--- config.mk ---
export PLATFORM = sky130hd
export DESIGN_NAME = pixel_stream_sink
export DESIGN_NICKNAME = d
export VERILOG_FILES = /design/src/rtl/video_pkg.sv /design/src/rtl/pixel_fifo.sv /design/src/rtl/pixel_stream_sink.sv
export SDC_FILE = /design/constraint.sdc
export NUM_CORES = 1
export LEC_CHECK = 0
export ABC_AREA = 1
export CAP_MARGIN = 20
export CORE_MARGIN = 3
export CORE_UTILIZATION = 55
export CTS_CLUSTER_SIZE = 8
export DETAILED_ROUTE_END_ITERATION = 16
export DONT_BUFFER_PORTS = 1
export GPL_ROUTABILITY_DRIVEN = 0
export PLACE_DENSITY = 0.76
export SLEW_MARGIN = 20
export SYNTH_ARGS = -nofsm -noshare
export SYNTH_HDL_FRONTEND = slang
export SYNTH_SLANG_ARGS = --single-unit
--- constraint.sdc ---
create_clock -name clk -period 8.7 [get_ports clk]
set_clock_uncertainty 0.1 [all_clocks]
set_input_delay 0.435 -clock clk [delete_from_list [all_inputs] [get_ports clk]]
set_output_delay 0.435 -clock clk [all_outputs]
set_load 0.02 [all_outputs]
--- src/rtl/video_pkg.sv ---
// Shared video types and default screen geometry for the pixel stream blocks.
package video_pkg;

  localparam int unsigned PIX_DATA_W        = 32;
  localparam int unsigned PIX_RGB_W         = 24;
  localparam int unsigned DEF_SCREEN_WIDTH  = 640;
  localparam int unsigned DEF_SCREEN_HEIGHT = 480;

  // Coordinate-tagged pixel carried through the sink buffer.
  typedef struct packed {
    logic [PIX_RGB_W-1:0]  colour;
    logic [PIX_DATA_W-1:0] x;
    logic [PIX_DATA_W-1:0] y;
  } pixel_t;

  typedef enum logic {
    HUNT   = 1'b0,
    ACTIVE = 1'b1
  } sink_state_t;

endpackage

--- src/rtl/pixel_fifo.sv ---
// Two-entry synchronous FIFO of pixel_t.
// Ports: clk/reset (async active-high), push/wr_data write side,
// pop/rd_data read side (rd_data is the head entry), full/empty flags
// decoded from the registered occupancy count.
module pixel_fifo
  import video_pkg::*;
(
  input  logic   clk,
  input  logic   reset,
  input  logic   push,
  input  pixel_t wr_data,
  input  logic   pop,
  output pixel_t rd_data,
  output logic   full,
  output logic   empty
);

  pixel_t     mem_q [2];
  pixel_t     mem_d [2];
  logic       wr_ptr_q, wr_ptr_d;
  logic       rd_ptr_q, rd_ptr_d;
  logic [1:0] count_q, count_d;
  logic       push_ok, pop_ok;

  assign full    = (count_q == 2'd2);
  assign empty   = (count_q == 2'd0);
  assign rd_data = mem_q[rd_ptr_q];

  // Guard against overflow/underflow even if the caller misbehaves.
  assign push_ok = push && !full;
  assign pop_ok  = pop && !empty;

  // Next-state pointers, storage and occupancy.
  always_comb begin
    mem_d    = mem_q;
    wr_ptr_d = wr_ptr_q;
    rd_ptr_d = rd_ptr_q;
    count_d  = count_q;
    if (push_ok) begin
      mem_d[wr_ptr_q] = wr_data;
      wr_ptr_d        = ~wr_ptr_q;
    end
    if (pop_ok) begin
      rd_ptr_d = ~rd_ptr_q;
    end
    case ({push_ok, pop_ok})
      2'b10:   count_d = count_q + 2'd1;
      2'b01:   count_d = count_q - 2'd1;
      default: count_d = count_q;
    endcase
  end

  always_ff @(posedge clk or posedge reset) begin
    if (reset) begin
      mem_q[0] <= '0;
      mem_q[1] <= '0;
      wr_ptr_q <= 1'b0;
      rd_ptr_q <= 1'b0;
      count_q  <= 2'd0;
    end else begin
      mem_q    <= mem_d;
      wr_ptr_q <= wr_ptr_d;
      rd_ptr_q <= rd_ptr_d;
      count_q  <= count_d;
    end
  end

endmodule

--- src/rtl/pixel_stream_sink.sv ---
// Pixel stream sink: rebuilds x/y coordinates from first/last_x/last_y
// framing, checks framing against the screen geometry and buffers tagged
// pixels for a valid/ready consumer.
// Ports: clk, reset (async active-high); upstream colour_i/first/last_x/
// last_y/valid with ready; downstream xpixel/ypixel/colour_o/pix_valid with
// pix_ready; status frame_done (pulse), frame_count, err_geom (sticky).
module pixel_stream_sink
  import video_pkg::*;
#(
  parameter int unsigned DATA_WIDTH    = PIX_DATA_W,
  parameter int unsigned RBG_SIZE      = PIX_RGB_W,
  parameter int unsigned SCREEN_WIDTH  = DEF_SCREEN_WIDTH,
  parameter int unsigned SCREEN_HEIGHT = DEF_SCREEN_HEIGHT
) (
  input  logic                  clk,
  input  logic                  reset,
  input  logic [RBG_SIZE-1:0]   colour_i,
  input  logic                  first,
  input  logic                  last_x,
  input  logic                  last_y,
  input  logic                  valid,
  output logic                  ready,
  output logic [DATA_WIDTH-1:0] xpixel,
  output logic [DATA_WIDTH-1:0] ypixel,
  output logic [RBG_SIZE-1:0]   colour_o,
  output logic                  pix_valid,
  input  logic                  pix_ready,
  output logic                  frame_done,
  output logic [15:0]           frame_count,
  output logic                  err_geom
);

  localparam logic [DATA_WIDTH-1:0] X_LAST = DATA_WIDTH'(SCREEN_WIDTH - 1);
  localparam logic [DATA_WIDTH-1:0] Y_LAST = DATA_WIDTH'(SCREEN_HEIGHT - 1);

  sink_state_t           state_q, state_d;
  logic [DATA_WIDTH-1:0] x_q, x_d;
  logic [DATA_WIDTH-1:0] y_q, y_d;
  logic                  err_q, err_d;
  logic                  done_q, done_d;
  logic [15:0]           fcount_q, fcount_d;
  logic                  rdy_en_q;

  logic                  accept;
  logic                  push;
  logic [DATA_WIDTH-1:0] push_x, push_y;
  logic                  exp_last_x, exp_last_y;
  logic                  fifo_full, fifo_empty;
  pixel_t                wr_pix, head;

  // Holds ready low through reset and releases it on the first clock after.
  always_ff @(posedge clk or posedge reset) begin
    if (reset) rdy_en_q <= 1'b0;
    else       rdy_en_q <= 1'b1;
  end

  assign ready      = rdy_en_q && !fifo_full;
  assign pix_valid  = !fifo_empty;
  assign accept     = valid && ready;
  assign exp_last_x = (x_q == X_LAST);
  assign exp_last_y = exp_last_x && (y_q == Y_LAST);

  // Deframer: next state, coordinates and status.
  always_comb begin
    state_d  = state_q;
    x_d      = x_q;
    y_d      = y_q;
    err_d    = err_q;
    done_d   = 1'b0;
    fcount_d = fcount_q;
    push     = 1'b0;
    push_x   = x_q;
    push_y   = y_q;
    if (accept) begin
      if (first) begin
        // A first beat always restarts the frame; in ACTIVE it is a resync.
        if (state_q == ACTIVE) err_d = 1'b1;
        push    = 1'b1;
        push_x  = '0;
        push_y  = '0;
        x_d     = DATA_WIDTH'(1);
        y_d     = '0;
        state_d = ACTIVE;
      end else if (state_q == ACTIVE) begin
        if ((last_x != exp_last_x) || (last_y != exp_last_y)) begin
          err_d   = 1'b1;
          state_d = HUNT;
        end else begin
          push = 1'b1;
          if (exp_last_y) begin
            done_d   = 1'b1;
            fcount_d = fcount_q + 16'd1;
            x_d      = '0;
            y_d      = '0;
            state_d  = HUNT;
          end else if (exp_last_x) begin
            x_d = '0;
            y_d = y_q + DATA_WIDTH'(1);
          end else begin
            x_d = x_q + DATA_WIDTH'(1);
          end
        end
      end
    end
  end

  always_ff @(posedge clk or posedge reset) begin
    if (reset) begin
      state_q  <= HUNT;
      x_q      <= '0;
      y_q      <= '0;
      err_q    <= 1'b0;
      done_q   <= 1'b0;
      fcount_q <= 16'd0;
    end else begin
      state_q  <= state_d;
      x_q      <= x_d;
      y_q      <= y_d;
      err_q    <= err_d;
      done_q   <= done_d;
      fcount_q <= fcount_d;
    end
  end

  always_comb begin
    wr_pix        = '0;
    wr_pix.colour = PIX_RGB_W'(colour_i);
    wr_pix.x      = PIX_DATA_W'(push_x);
    wr_pix.y      = PIX_DATA_W'(push_y);
  end

  pixel_fifo u_fifo (
    .clk     (clk),
    .reset   (reset),
    .push    (push),
    .wr_data (wr_pix),
    .pop     (pix_ready),
    .rd_data (head),
    .full    (fifo_full),
    .empty   (fifo_empty)
  );

  assign xpixel      = DATA_WIDTH'(head.x);
  assign ypixel      = DATA_WIDTH'(head.y);
  assign colour_o    = RBG_SIZE'(head.colour);
  assign frame_done  = done_q;
  assign frame_count = fcount_q;
  assign err_geom    = err_q;

endmodule

# ---- Yosys cells after proc, flatten, opt, wreduce, memory -nomap -nowiden
# Cells that the tools add are included.
dict set report totals {
  register_bits 264
  latch_bits 0
  mem_bits_rw 0
  mem_bits_ro 0
  output_inout_bits 108
  mem_count 0
}
dict set report op_classes {
  addsub 5
  mul 0
  div 0
  magnitude_cmp 3
  eq_ne 8
  shift 0
  muxes 38
  bitwise_logic 6
  n_reduce_logical 18
}
# op count
set ops {}
lappend ops {{$mux W32} 14}
lappend ops {{$mux W88} 4}
lappend ops {{$bwmux W176} 1}
lappend ops {{$demux W88 S1} 1}
lappend ops {{$add A32 B1 Y32 const B} 2}
lappend ops {{$eq A32 B10 Y1 const B} 1}
lappend ops {{$eq A32 B9 Y1 const B} 1}
lappend ops {{$mux W1} 17}
lappend ops {{$add A16 B1 Y16 const B} 1}
lappend ops {{$logic_and A1 B1 Y1} 6}
lappend ops {{$reduce_and A3 Y1} 2}
lappend ops {{$reduce_bool A2 Y1} 3}
lappend ops {{$reduce_and A5 Y1} 1}
lappend ops {{$eq A2 B2 Y1 const B} 2}
lappend ops {{$ge A2 B2 Y1 const B} 2}
lappend ops {{$not A1 Y1} 4}
lappend ops {{$not A1 Y2} 2}
lappend ops {{$pmux W2 S2} 1}
lappend ops {{$reduce_and A4 Y1} 1}
lappend ops {{$reduce_bool A3 Y1} 1}
lappend ops {{$add A2 B1 Y2 const B} 1}
lappend ops {{$eq A2 B1 Y1 const B} 1}
lappend ops {{$logic_not A1 Y1} 2}
lappend ops {{$logic_not A2 Y1} 1}
lappend ops {{other kinds (5)} 6}

# ---- Logic depth before layout (Yosys ltp)
dict set report logic_depth {
  ltp_word 11
  ltp_mapped 18
}

# ---- Hierarchy
# From an unflattened synthesis, not the netlist that was laid out.
dict set report unflattened {
  cells_unflattened 2224
  area_unflattened_um2 15342.2
}
# module n_inst cells_per_inst area_per_inst_um2 seq_area_each_um2
set modules_own_cells {}
lappend modules_own_cells {pixel_fifo 1 1096 8518.2 4504.3}
lappend modules_own_cells {pixel_stream_sink 1 1128 6824.0 2102.0}

# ---- Worst setup path after synthesis
# OpenSTA, ideal clock, no wires.
dict set report synth_timing {
  path_type {flip-flop to flip-flop}
  startpoint {register x_q[0]}
  endpoint {register u_fifo.count_q[1]}
  setup_ps 131
  arrival_ps 2343
  required_ps 8469
  slack_ps 6126
  path_stages_with_launch 18
  path_buffers 1
  path_cell_list {dfrtp_1 > ha_1 > nand2_1 > inv_1 > nand2_1 > nor2_1 > nand2_1 > nor2_1 > nand3_1 > nand2_2 > nand3_4 > nand2_4 > buf_6 > inv_1 > ha_1 > a21oi_1 > o21ai_0 > xor2_1}
}
dict set report synth_between {
  elab_chain_cells 11
  elab_cells_between_ends 14
  classes_between {eq/ne: 5; mux: 5; reduce/logical: 4}
}
# element line_no
set synth_rtl {}
lappend synth_rtl {{start: declaration} pixel_stream_sink.sv:37} ;# logic [DATA_WIDTH-1:0] x_q, x_d;
lappend synth_rtl {{start signal: assignment} pixel_stream_sink.sv:110} ;# x_q <= '0;
lappend synth_rtl {{start signal: assignment} pixel_stream_sink.sv:117} ;# x_q <= x_d;
lappend synth_rtl {{$eq A32 B10 Y1 *} pixel_stream_sink.sv:60} ;# assign exp_last_x = (x_q == X_LAST);
lappend synth_rtl {{$logic_and A1 B1 Y1} pixel_stream_sink.sv:61} ;# assign exp_last_y = exp_last_x && (y_q == Y_LAST);
lappend synth_rtl {{$ne A1 B1 Y1} pixel_stream_sink.sv:85} ;# if ((last_x != exp_last_x) || (last_y != exp_last_y)) begin
lappend synth_rtl {{$logic_or A1 B1 Y1 *} pixel_stream_sink.sv:85}
lappend synth_rtl {{$mux W1 *} pixel_stream_sink.sv:85}
lappend synth_rtl {{$mux W1 *} pixel_stream_sink.sv:84} ;# end else if (state_q == ACTIVE) begin
lappend synth_rtl {{$mux W1 *} pixel_stream_sink.sv:75} ;# if (first) begin
lappend synth_rtl {{$mux W1 *} pixel_stream_sink.sv:74} ;# if (accept) begin
lappend synth_rtl {{$logic_and A1 B1 Y1 *} pixel_fifo.sv:30} ;# assign push_ok = push && !full;
lappend synth_rtl {{$eq A2 B1 Y1 / $eq A2 B2 Y1 (equally long branches)} pixel_fifo.sv:46} ;# case ({push_ok, pop_ok})
lappend synth_rtl {{$pmux W2 S2 / $reduce_bool A2 Y1 (equally long branches)} --}
lappend synth_rtl {{end signal: assignment} pixel_fifo.sv:64} ;# count_q <= count_d;
lappend synth_rtl {{end: declaration} pixel_fifo.sv:22} ;# logic [1:0] count_q, count_d;
# Mark *: on every way between the ends. The rest lies on a longest branch, timed or not.
# A chain may end at the register's enable or synchronous reset.

# ---- Final worst setup path
dict set report layout_timing {
  startpoint {register u_fifo.count_q[0]}
  endpoint {register u_fifo.mem_q[52] (netlist bit)}
}
dict set report layout_between {
  elab_chain_cells 6
  elab_cells_between_ends 8
  classes_between {eq/ne: 1; mux: 3; reduce/logical: 4}
}
# element line_no
set layout_rtl {}
lappend layout_rtl {{$eq A2 B2 Y1 *} pixel_fifo.sv:25} ;# assign full = (count_q == 2'd2);
lappend layout_rtl {{$logic_not A1 Y1 *} pixel_stream_sink.sv:57} ;# assign ready = rdy_en_q && !fifo_full;
lappend layout_rtl {{$logic_and A1 B1 Y1 *} pixel_stream_sink.sv:57}
lappend layout_rtl {{via ready} pixel_stream_sink.sv:22} ;# output logic ready,
lappend layout_rtl {{$logic_and A1 B1 Y1 *} pixel_stream_sink.sv:59} ;# assign accept = valid && ready;
lappend layout_rtl {{$mux W32 / $mux W1 (equally long branches)} pixel_stream_sink.sv:74}
lappend layout_rtl {{$bwmux W176 / $logic_and A1 B1 Y1 (equally long branches)} {pixel_fifo.sv:40, pixel_fifo.sv:30}}
lappend layout_rtl {{end signal: assignment} pixel_fifo.sv:61} ;# mem_q <= mem_d;
lappend layout_rtl {{end: declaration} pixel_fifo.sv:18} ;# pixel_t mem_q [2];
# Mark *: on every way through the listed nets, which the timed path passes. The rest lies on a longest branch.

==> qor.yml <==
synth_fp_nets: 2113
synthSimpleGateAreaFrac_pct: 41.9
path_max_fanout: 120
yosys-top-cells-count: "918 x nand2_1, 264 x dfrtp_1, 236 x nand3_1, 236 x nor2_1, 105 x inv_1"
rsz0062_at_grt: "no"
grt.overflow.total: 0
crit_required_ps: 8990
detail_route.wl_per_cell_microns: 16.3
antenna_found_initial: 0
clk_latency_ps: 530
n_antenna_cell: 0
worst_pin_slew_ps: 1110
p_seq_share_pct: 39.3
synthMuxAreaShare_pct: 0
r2r-end: "u_fifo.mem_q[52]"
area_delta_synth_final_pct: 8.79
ys_types: 31
grt_use_total_pct: 26.9
fill_cells: 2288
switching_share_pct: 41.7
cts_tree: "yes"
hold_depth: 3
status: "completed"
synth_top_family_by_area: "simple AND/OR/NAND/NOR gates"
hold_end: "y_q[28]"
slowest_stage: "nand2_4"
ioPinCount: 139
worst_hold_path_type: "in2reg"
min_from: "first"
ff2ff_setup_slack_ps: 3830
cp-end-kind: "flip-flop"
cts_setup_buffers: 0
yosys.area.top_type_share_pct: 45.6
die_x_microns: 168
fin_crit_ps: 4870
synth_xor_area_share_pct: 3.51
start_util_pct: 56.7
path_cells: "inv_1, a21boi_1, nand2_1, nor2_4, buf_4, inv_1, nand2_8, buf_4, nand2_4, nand2_1, nand2_1"
htreeDepth: 2
critical_path.top_delay_family: "simple AND/OR/NAND/NOR gates"
syn-mean-instance-area_sq_um: 6.97
dr.pass1.iters: 6
portBuffers: 0
synth_most_common_cell: "nand2_1"
hold_viol_final: 0
numCtsBuffers: 38
cts_resized: 0
synth_edf_count: 0
synth_compound_area_share_pct: 1.62
syn_inst: 2078
period_share_pct: 56.0
layout.nets: 2083
start_kind: "flip-flop"
dp_hpwl_mm: 23.8
critPathBufInv: 4
routed_wl_mm: 38.9
setup_violations: 0
routed_via_density: 5.61
rows: 58
pre_cts_slack_ps: 3930
intPower_mw: 2.70
cpMostUsedCell: "nand2_1"
setup_ws_ps: 3830
core_sq_mm: 0.0255
synth_seq_cells: 264
power_frac_comb_pct: 32.5
postRouteAntennaNets: 0
rr_startpoint: "u_fifo.count_q[0]"
netlist_area_sq_mm: 0.0145
die_height_microns: 168
p_switching_mw: 1.93
clk_pin_slew_ps: 50
dr.max_layer_used: "met4"
grt_pass1_wl_mm: 63.3
grt_pass1_vias: 12600
wl_met2_mm: 17.6
slowest_delay_ps: 790
fin_hold_ws_ps: 8.75
cts.path.max_buffers: 3
p_per_area_mw_per_mm2: 294
path_class: "reg2reg"
wl_met1_mm: 17.6
cp_data_arrival_time_ps: 5160
yosysSeqAreaShare_pct: 45.6
finalSetupTns_ps: 0
synth_ff_type: "dfrtp_1"
async_flop_share_pct: 100
wl_met3_mm: 2.67
ff2ff_path_depth: 11
maxCapViolCount: 0
leakage_nw: 8.11
drc: 0
drt-initial-drc-count: 1437
slew_viol_final: 0
timing.fmax_ghz: 0.205
synthAdderAreaFrac_pct: 0.346
cts.sinks: 264
dieArea_sq_mm: 0.0283
relSlewSlack_pct: 26.3
synth_top_area_cell: "dfrtp_1"
pwr-share-clk_pct: 28.2
num_vias: 13400
grt_max_degree: 131
drive_above_1_share_pct: 3.46
yosys_warnings: 0
synth.area.top_cells: "dfrtp_1 46%, nand2_1 24%, nand3_1 8.2%"
clockRootBuffer: "clkbuf_16"
vdd_drop_max_mv: 0.433
-- power groups by stage --
| stage | sequential (mW) | combinational [mW] | clock [mW] |
|---|---|---|---|
| 5_1_grt | 1.86 | 1.68 | 1.37 |
| 4_1_cts | 1.81 | 1.48 | 1.33 |
| 6_report | 1.82 | 1.50 | 1.30 |
| 3_3_place_gp | 1.82 | 1.43 | 0 |
| 3_5_place_dp | 1.83 | 1.46 | 0 |
| 2_1_floorplan | 1.74 | 1.20 | 0 |
-- worst max-delay path by stage --
stage	start	endpoint	slack (ps)	cells after the start
after floorplan	reset	err_geom	900	1
final	u_fifo.count_q[0]	u_fifo.mem_q[52]	3830	11
after CTS	u_fifo.count_q[0]	u_fifo.mem_q[52]	3890	11
after global placement	u_fifo.count_q[0]	u_fifo.mem_q[56]	4050	11
after global routing	u_fifo.count_q[0]	u_fifo.mem_q[32]	3490	11
after detailed placement	u_fifo.count_q[0]	u_fifo.mem_q[67]	3930	11
-- placed cells by master, fill, tap and decap left out, types with 5 or more instances in the layout --
master and instances:
dfrtp_1 262, o21ai_0 36, inv_1 104, nand2_1 917
clkbuf_16 39, nor2_1 235, nand3_1 236, dlygate4sd3_1 28
nor3_1 57, a21oi_1 7, nand4_1 25, xnor2_1 5
buf_4 9, inv_2 5, xor2_1 53
-- registers in the layout, indices dropped and copies added (netlist names) --
register,count
frame_count,16
state_q,1
u_fifo.count_q,2
err_geom,1
u_fifo.wr_ptr_q,1
rdy_en_q,1
x_q,32
u_fifo.mem_q,176
u_fifo.rd_ptr_q,1
frame_done,1
y_q,32
-- logic make-up (layout without fill, tap and decap cells) --
family,count (synthesis),in the layout
DFF,264,264
adders and majority gates,4,4
xor gates and xnor gates,58,58
AOI/OAI and AO/OA,46,46
buffers and inverters,220,193
other,1,1
and+or+nand+nor,1485,1485
-- per-stage QoR --
step / utilization, % / cell area (sq um) / cells / power (mW)
finish: 61.7 / 15800 / 2381 / 4.63
global route: 61.7 / 15800 / 2381 / 4.91
CTS: 61.4 / 15700 / 2378 / 4.62
detailed placement: 56.3 / 14400 / 2308 / 3.29
global placement: 56.3 / 14400 / 2308 / 3.25
floorplan: - / 14500 / 2078 / 2.94
-- metal layers --
layer / GRT usage [%] / up-vias
met5: 0 / -
met4: 8.64 / 0
met3: 4.60 / 93
met2: 42.3 / 459
met1: 38.4 / 6378
li1: - / 6420
-- worst register-to-register path: stages, from the launching register on --
cell and delay, ps:
dfrtp_1 390, inv_1 70, a21boi_1 410, nand2_1 240, nor2_4 120, buf_4 540
inv_1 270, nand2_8 580, buf_4 740, nand2_4 830, nand2_1 350, nand2_1 100
-- cell type report --
cell class	instances	area [sq um]	area share [%]
well taps	330	413	2.62
clock buffers	41	983	6.24
multi-input cells	1594	6890	43.7
clock inverters	2	32.5	0.206
flip-flops and latches	264	6610	41.9
repair buffers	39	403	2.56
inverters	111	424	2.69
-- repair_timing --
action	CTS	global route
hold buffers	27	1
setup endpoints to repair	0	0
endpoints found under the hold margin	182	1
No activity file was read; power rests on OpenSTA's default activity.
